[src/rtl/uart_tx_ctrl.sv]
// Memory-mapped UART transmit controller: snoops CPU stores into a byte FIFO and
// sequences the uart_tx start/ready handshake one byte at a time.
module uart_tx_ctrl #(
    parameter logic [11:0] DATA_ADDR   = 12'h801,
    parameter logic [11:0] STATUS_ADDR = 12'h800,
    parameter int unsigned DEPTH       = 8
) (
    input  logic                     clock,
    input  logic                     n_rst,
    input  logic [11:0]              bus_addr,
    input  logic [15:0]              bus_wdata,
    input  logic                     bus_we,
    input  logic                     tx_ready,
    output logic                     tx_start,
    output logic [7:0]               tx_data,
    output logic [15:0]              status,
    output logic [$clog2(DEPTH):0]   count
);

    localparam int unsigned PtrW = $clog2(DEPTH);
    localparam int unsigned CntW = PtrW + 1;
    localparam logic [CntW-1:0] FullCount = CntW'(DEPTH);

    localparam logic [1:0] StIdle  = 2'd0;
    localparam logic [1:0] StStart = 2'd1;
    localparam logic [1:0] StWait  = 2'd2;

    logic [1:0]      state_q, state_d;
    logic [PtrW-1:0] wr_ptr_q, wr_ptr_d;
    logic [PtrW-1:0] rd_ptr_q, rd_ptr_d;
    logic [CntW-1:0] count_q, count_d;
    logic [7:0]      tx_data_q, tx_data_d;
    logic            tx_start_q, tx_start_d;
    logic            overflow_q, overflow_d;
    logic [7:0]      mem_q [DEPTH];

    logic push_req, ctrl_req, full, push, pop, flush, busy;

    assign push_req = bus_we && (bus_addr == DATA_ADDR);
    assign ctrl_req = bus_we && (bus_addr == STATUS_ADDR);
    assign full     = (count_q == FullCount);
    // Full is judged on the pre-edge count, so a same-edge pop never rescues a push.
    assign push     = push_req && !full;
    assign pop      = (state_q == StIdle) && (count_q != '0) && tx_ready;
    assign flush    = ctrl_req && bus_wdata[1];

    always_comb begin
        state_d    = state_q;
        tx_start_d = tx_start_q;
        tx_data_d  = tx_data_q;
        case (state_q)
            StIdle: begin
                if (pop) begin
                    state_d    = StStart;
                    tx_start_d = 1'b1;
                    tx_data_d  = mem_q[rd_ptr_q];
                end
            end
            StStart: begin
                if (!tx_ready) begin
                    state_d    = StWait;
                    tx_start_d = 1'b0;
                end
            end
            StWait: begin
                if (tx_ready) begin
                    state_d = StIdle;
                end
            end
            default: begin
                state_d    = StIdle;
                tx_start_d = 1'b0;
            end
        endcase
    end

    // A flush discards queued entries only; the byte already in tx_data still goes out.
    always_comb begin
        wr_ptr_d = wr_ptr_q;
        rd_ptr_d = rd_ptr_q;
        count_d  = count_q;
        if (flush) begin
            wr_ptr_d = '0;
            rd_ptr_d = '0;
            count_d  = '0;
        end else begin
            if (push) begin
                wr_ptr_d = wr_ptr_q + 1'b1;
            end
            if (pop) begin
                rd_ptr_d = rd_ptr_q + 1'b1;
            end
            if (push && !pop) begin
                count_d = count_q + 1'b1;
            end else if (!push && pop) begin
                count_d = count_q - 1'b1;
            end
        end
    end

    always_comb begin
        overflow_d = overflow_q;
        if (ctrl_req && bus_wdata[0]) begin
            overflow_d = 1'b0;
        end
        if (push_req && full) begin
            overflow_d = 1'b1;
        end
    end

    always_ff @(posedge clock or negedge n_rst) begin
        if (!n_rst) begin
            state_q    <= StIdle;
            wr_ptr_q   <= '0;
            rd_ptr_q   <= '0;
            count_q    <= '0;
            tx_data_q  <= 8'h00;
            tx_start_q <= 1'b0;
            overflow_q <= 1'b0;
        end else begin
            state_q    <= state_d;
            wr_ptr_q   <= wr_ptr_d;
            rd_ptr_q   <= rd_ptr_d;
            count_q    <= count_d;
            tx_data_q  <= tx_data_d;
            tx_start_q <= tx_start_d;
            overflow_q <= overflow_d;
        end
    end

    always_ff @(posedge clock) begin
        if (push) begin
            mem_q[wr_ptr_q] <= bus_wdata[7:0];
        end
    end

    assign busy     = (state_q != StIdle) || (count_q != '0);
    assign status   = {12'b0, overflow_q, full, busy, !full};
    assign count    = count_q;
    assign tx_start = tx_start_q;
    assign tx_data  = tx_data_q;

endmodule

[config.mk]
export PLATFORM = sky130hd
export DESIGN_NAME = uart_tx_ctrl
export DESIGN_NICKNAME = d
export VERILOG_FILES = /design/src/rtl/uart_tx_ctrl.sv
export SDC_FILE = /design/constraint.sdc
export NUM_CORES = 1
export LEC_CHECK = 0
export CAP_MARGIN = 20
export CELL_PAD_IN_SITES_DETAIL_PLACEMENT = 0
export CELL_PAD_IN_SITES_GLOBAL_PLACEMENT = 1
export CORE_ASPECT_RATIO = 1.2
export CORE_UTILIZATION = 44
export DETAILED_ROUTE_END_ITERATION = 10
export PLACE_DENSITY_LB_ADDON = 0.1
export SLEW_MARGIN = 15
export SYNTH_ARGS = -nofsm -noshare
export SYNTH_HDL_FRONTEND = slang
export SYNTH_SLANG_ARGS = --single-unit
[constraint.sdc]
create_clock -name clock -period 3.9 [get_ports clock]
set_input_delay 0.78 -clock clock [delete_from_list [all_inputs] [get_ports clock]]
set_output_delay 0.78 -clock clock [all_outputs]
set_load 0.02 [all_outputs]
==> results.py <==
metrics = {
    "critical_path": {
        "arrival_ns": 2.35,
        "crit_type": "flop to output pin",
        "r2r_setup_slack_ns": 1.14,
        "crit_family": "simple AND/OR/NAND/NOR gates",
        "crit_fanout": 6,
        "startpoint_type": "flop",
        "crit_required_ns": 3.12,
        "worst-path-buf-inv": 1,
        "r2r_cells": 8,
        "reg2reg_to": "count[3]$_DFFE_PN0P_",
        "r2r_start": "count[2]$_DFFE_PN0P_",
        "path_cells": "or4_2 -> or3_1 -> clkdlybuf4s50_1",
        "cpPeakStageDelay_ns": 0.70,
        "crit_slowest_cell": "or4_2",
        "endpoint_kind": "output pin",
    },
    "yosys": {
        "netlist.area_leader.share_pct": 52.1,
        "synth_largest_area_cell": "edfxtp_1",
        "synth-seq-cells": 86,
        "synth_edf_count": 64,
        "postSynthCellCount": 232,
        "synth_seq_area_share_pct": 67.1,
        "syn_area_um2": 3690,
        "ys_types": 41,
        "ys_async_sr_fraction_pct": 25.6,
        "yosysWarnings": 0,
        "synthFlopType": "edfxtp_1",
        "syn_avg_cell_area_um2": 15.9,
        "yosys-top-cells-area": "edfxtp_1, dfrtp_1, mux4_2, buf_4, mux2i_1",
    },
    "finish": {
        "seq_area_um2": 2470,
        "antenna_cells": 0,
        "nNetsFinal": 322,
        "fillers": 671,
        "syn_to_final_growth_pct": 20.1,
        "multiInputGateArea_um2": 1070,
        "post-route-util_pct": 54.6,
        "drive_above_1_share_pct": 19.3,
    },
    "clocking": {
        "clk_pin_slew_worst_paths_ns": 0.09,
        "cts_resized": 0,
        "cts_setup_buffers": 0,
        "clk_latency_ns": 0.35,
        "cts_max_level": 3,
        "cts.sinks": 86,
        "cts_buffers": 9,
        "ctsHoldBuffers": 0,
        "cts-root-buf": "clkbuf_8",
        "clock_path_buffers": 2,
        "cts_tree": "yes",
    },
    "routing": {
        "first_iter_violations": 143,
        "viasPerCell": 5.09,
        "wl_um": 6650,
        "vias": 1958,
        "firstDrtPassIters": 4,
        "wire_per_inst_um": 17.3,
        "drc": 0,
        "antenna_left": 0,
    },
    "global_routing": {
        "busiest_layer": "met2",
        "gr-usage-met1_pct": 21.7,
        "grt_use_met3_pct": 4.20,
        "grt_pass1_vias": 2002,
        "grt_pass1_wl_um": 10500,
        "overflow": 0,
        "met2_usage_pct": 27.3,
        "grt_antenna_before_repair": 0,
        "grt_use_total_pct": 16.7,
        "grt_max_degree": 23,
    },
    "timing": {
        "slew_headroom_pct": 44.0,
        "rsz0062_at_grt": "false",
        "setup_viol": 0,
        "drv_slew": 0,
        "clock_skew_ns": 0.00717,
        "worst_slew_pin_slew_ns": 0.840,
        "fin_crit_ns": 3.13,
        "timing.fmax_mhz": 319,
        "finalHoldViolCount": 0,
        "tns_ns": 0,
        "finalCritPeriodShare_pct": 80.3,
        "fin_ws_ns": 0.770,
    },
    "power_and_ir_drop": {
        "p_per_area_nw_per_um2": 603,
        "swShare_pct": 31.2,
        "clkPwrFrac_pct": 23.6,
        "internal_power_mw": 1.84,
        "p_seq_share_pct": 45.8,
        "leakage_nw": 1.64,
        "totalPowerFinal_mw": 2.67,
        "switchingPower_uw": 833,
        "combPwrFrac_pct": 30.6,
        "ir_worst_vdd_v": 0.000361,
    },
    "run_status": {
        "outcome": "finished clean",
    },
    "run": {
        "drv_cap": 0,
    },
    "placed_design": {
        "gp_congestion": 0.715,
        "place_ws_ns": 0.577,
        "numPortBuffers": 40,
        "dp_hpwl_um": 4410,
    },
    "floorplanning": {
        "io_pins": 61,
        "dieHeight_um": 102,
        "core_region_area_um2": 8110,
        "initial_core_util_pct": 45.5,
        "rows": 36,
        "dieWidth_um": 85.6,
        "die-area_um2": 8750,
    },
    "hold_path": {
        "hold_path_end": "tx_data[6]$_DFFE_PN0P_",
        "min_path_type": "flop to flop",
        "holdCritStartpoint": "tx_data[6]$_DFFE_PN0P_",
        "min_path_cells": 2,
    },
}
[tightest hold or removal path: stages, from the launching register on]
cell and delay [ns]:
dfrtp_1 0.35, nand2_1 0.04, o21ai_0 0.05
[per-layer routing]
metal	share of wire, %	vias up
li1	-	950
met2	48	46
met3	4.1	9
met4	1.7	0
met5	0	-
met1	46	953
[through the flow]
| stage | hold WS [ns] | cell area [um^2] | std cells |
|---|---|---|---|
| floorplan | 0.484 | 3730 | 243 |
| global placement | 0.462 | 4190 | 367 |
| detailed placement | 0.471 | 4220 | 368 |
| CTS | 0.491 | 4420 | 384 |
| global route | 0.517 | 4430 | 385 |
| finish | 0.484 | 4430 | 385 |
[area by class of cell]
cell class,instances,share of cell area (%)
well taps,95,2.68
clock buffers,9,2.80
repair buffers,56,12.3
flip-flops and latches,86,55.8
clock inverters,7,1.78
inverters,5,0.424
multi-input cells,127,24.2
[layout by cell type, fill, tap and decap left out, types with 2 or more instances in the layout]
master	Yosys	routed
dfrtp_1	22	22
nand2_1	16	16
o21ai_0	8	8
a21oi_1	6	6
clkdlybuf4s50_1	0	40
edfxtp_1	64	64
a21o_2	2	2
clkinv_4	0	2
nand3_1	4	4
nor2_1	14	14
clkbuf_8	0	9
nand2b_1	3	3
inv_6	0	3
buf_4	16	14
mux4_2	16	16
nor4b_1	2	2
nor3_1	5	5
or3_1	2	2
mux2i_1	8	8
conb_1	1	12
nor4_1	3	3
xnor2_1	2	2
xor2_1	4	4
ha_1	4	4
inv_1	5	5
[logic make-up after synthesis]
family / synth area share [%]
DFF: 67.1
and+or+nand+nor: 8.04
buffers and inverters: 4.99
muxes: 12.9
AOI/OAI and AO/OA: 3.63
xor gates and xnor gates: 1.43
adders and majority gates: 1.90
other: 0.102
[worst max path at each step]
stage | slack [ns] | startpoint | depth (start not counted) | to
after global routing | 0.69 | count[2]$_DFFE_PN0P_ | 3 | status[1]
final | 0.77 | count[2]$_DFFE_PN0P_ | 3 | status[1]
after global placement | 0.57 | tx_ready | 9 | count[3]$_DFFE_PN0P_
after detailed placement | 0.58 | tx_ready | 9 | count[3]$_DFFE_PN0P_
after floorplan | 0.88 | bus_addr[1] | 9 | count[3]$_DFFE_PN0P_
after CTS | 0.73 | count[2]$_DFFE_PN0P_ | 3 | status[1]
[power groups by stage]
stage | Sequential, mW | Clock, mW | Combinational, mW
after floorplan | 1.23 | 0 | 0.540
after global placement | 1.28 | 0 | 0.754
after detailed placement | 1.25 | 0 | 0.824
after CTS | 1.23 | 0.651 | 0.827
after global routing | 1.24 | 0.682 | 0.893
final | 1.22 | 0.631 | 0.816
[registers in the layout, indices dropped and copies added, names as in the netlist]
name	cells
overflow_q	1
state_q	2
rd_ptr_q	3
mem_q	64
tx_data	8
tx_start	1
wr_ptr_q	3
count	4
[Yosys cell counts, types with 2 or more instances]
master	count
xor2_1	4
nand3_1	4
dfrtp_1	22
nand2_1	16
inv_1	5
mux2i_1	8
edfxtp_1	64
ha_1	4
nor4b_1	2
nor4_1	3
o21ai_0	8
buf_1	2
xnor2_1	2
a21o_2	2
or3_1	2
buf_2	3
clkbuf_1	3
nor2_1	14
nand2b_1	3
a21oi_1	6
buf_4	16
nor3_1	5
mux4_2	16
No activity file was read; power rests on OpenSTA's default activity.
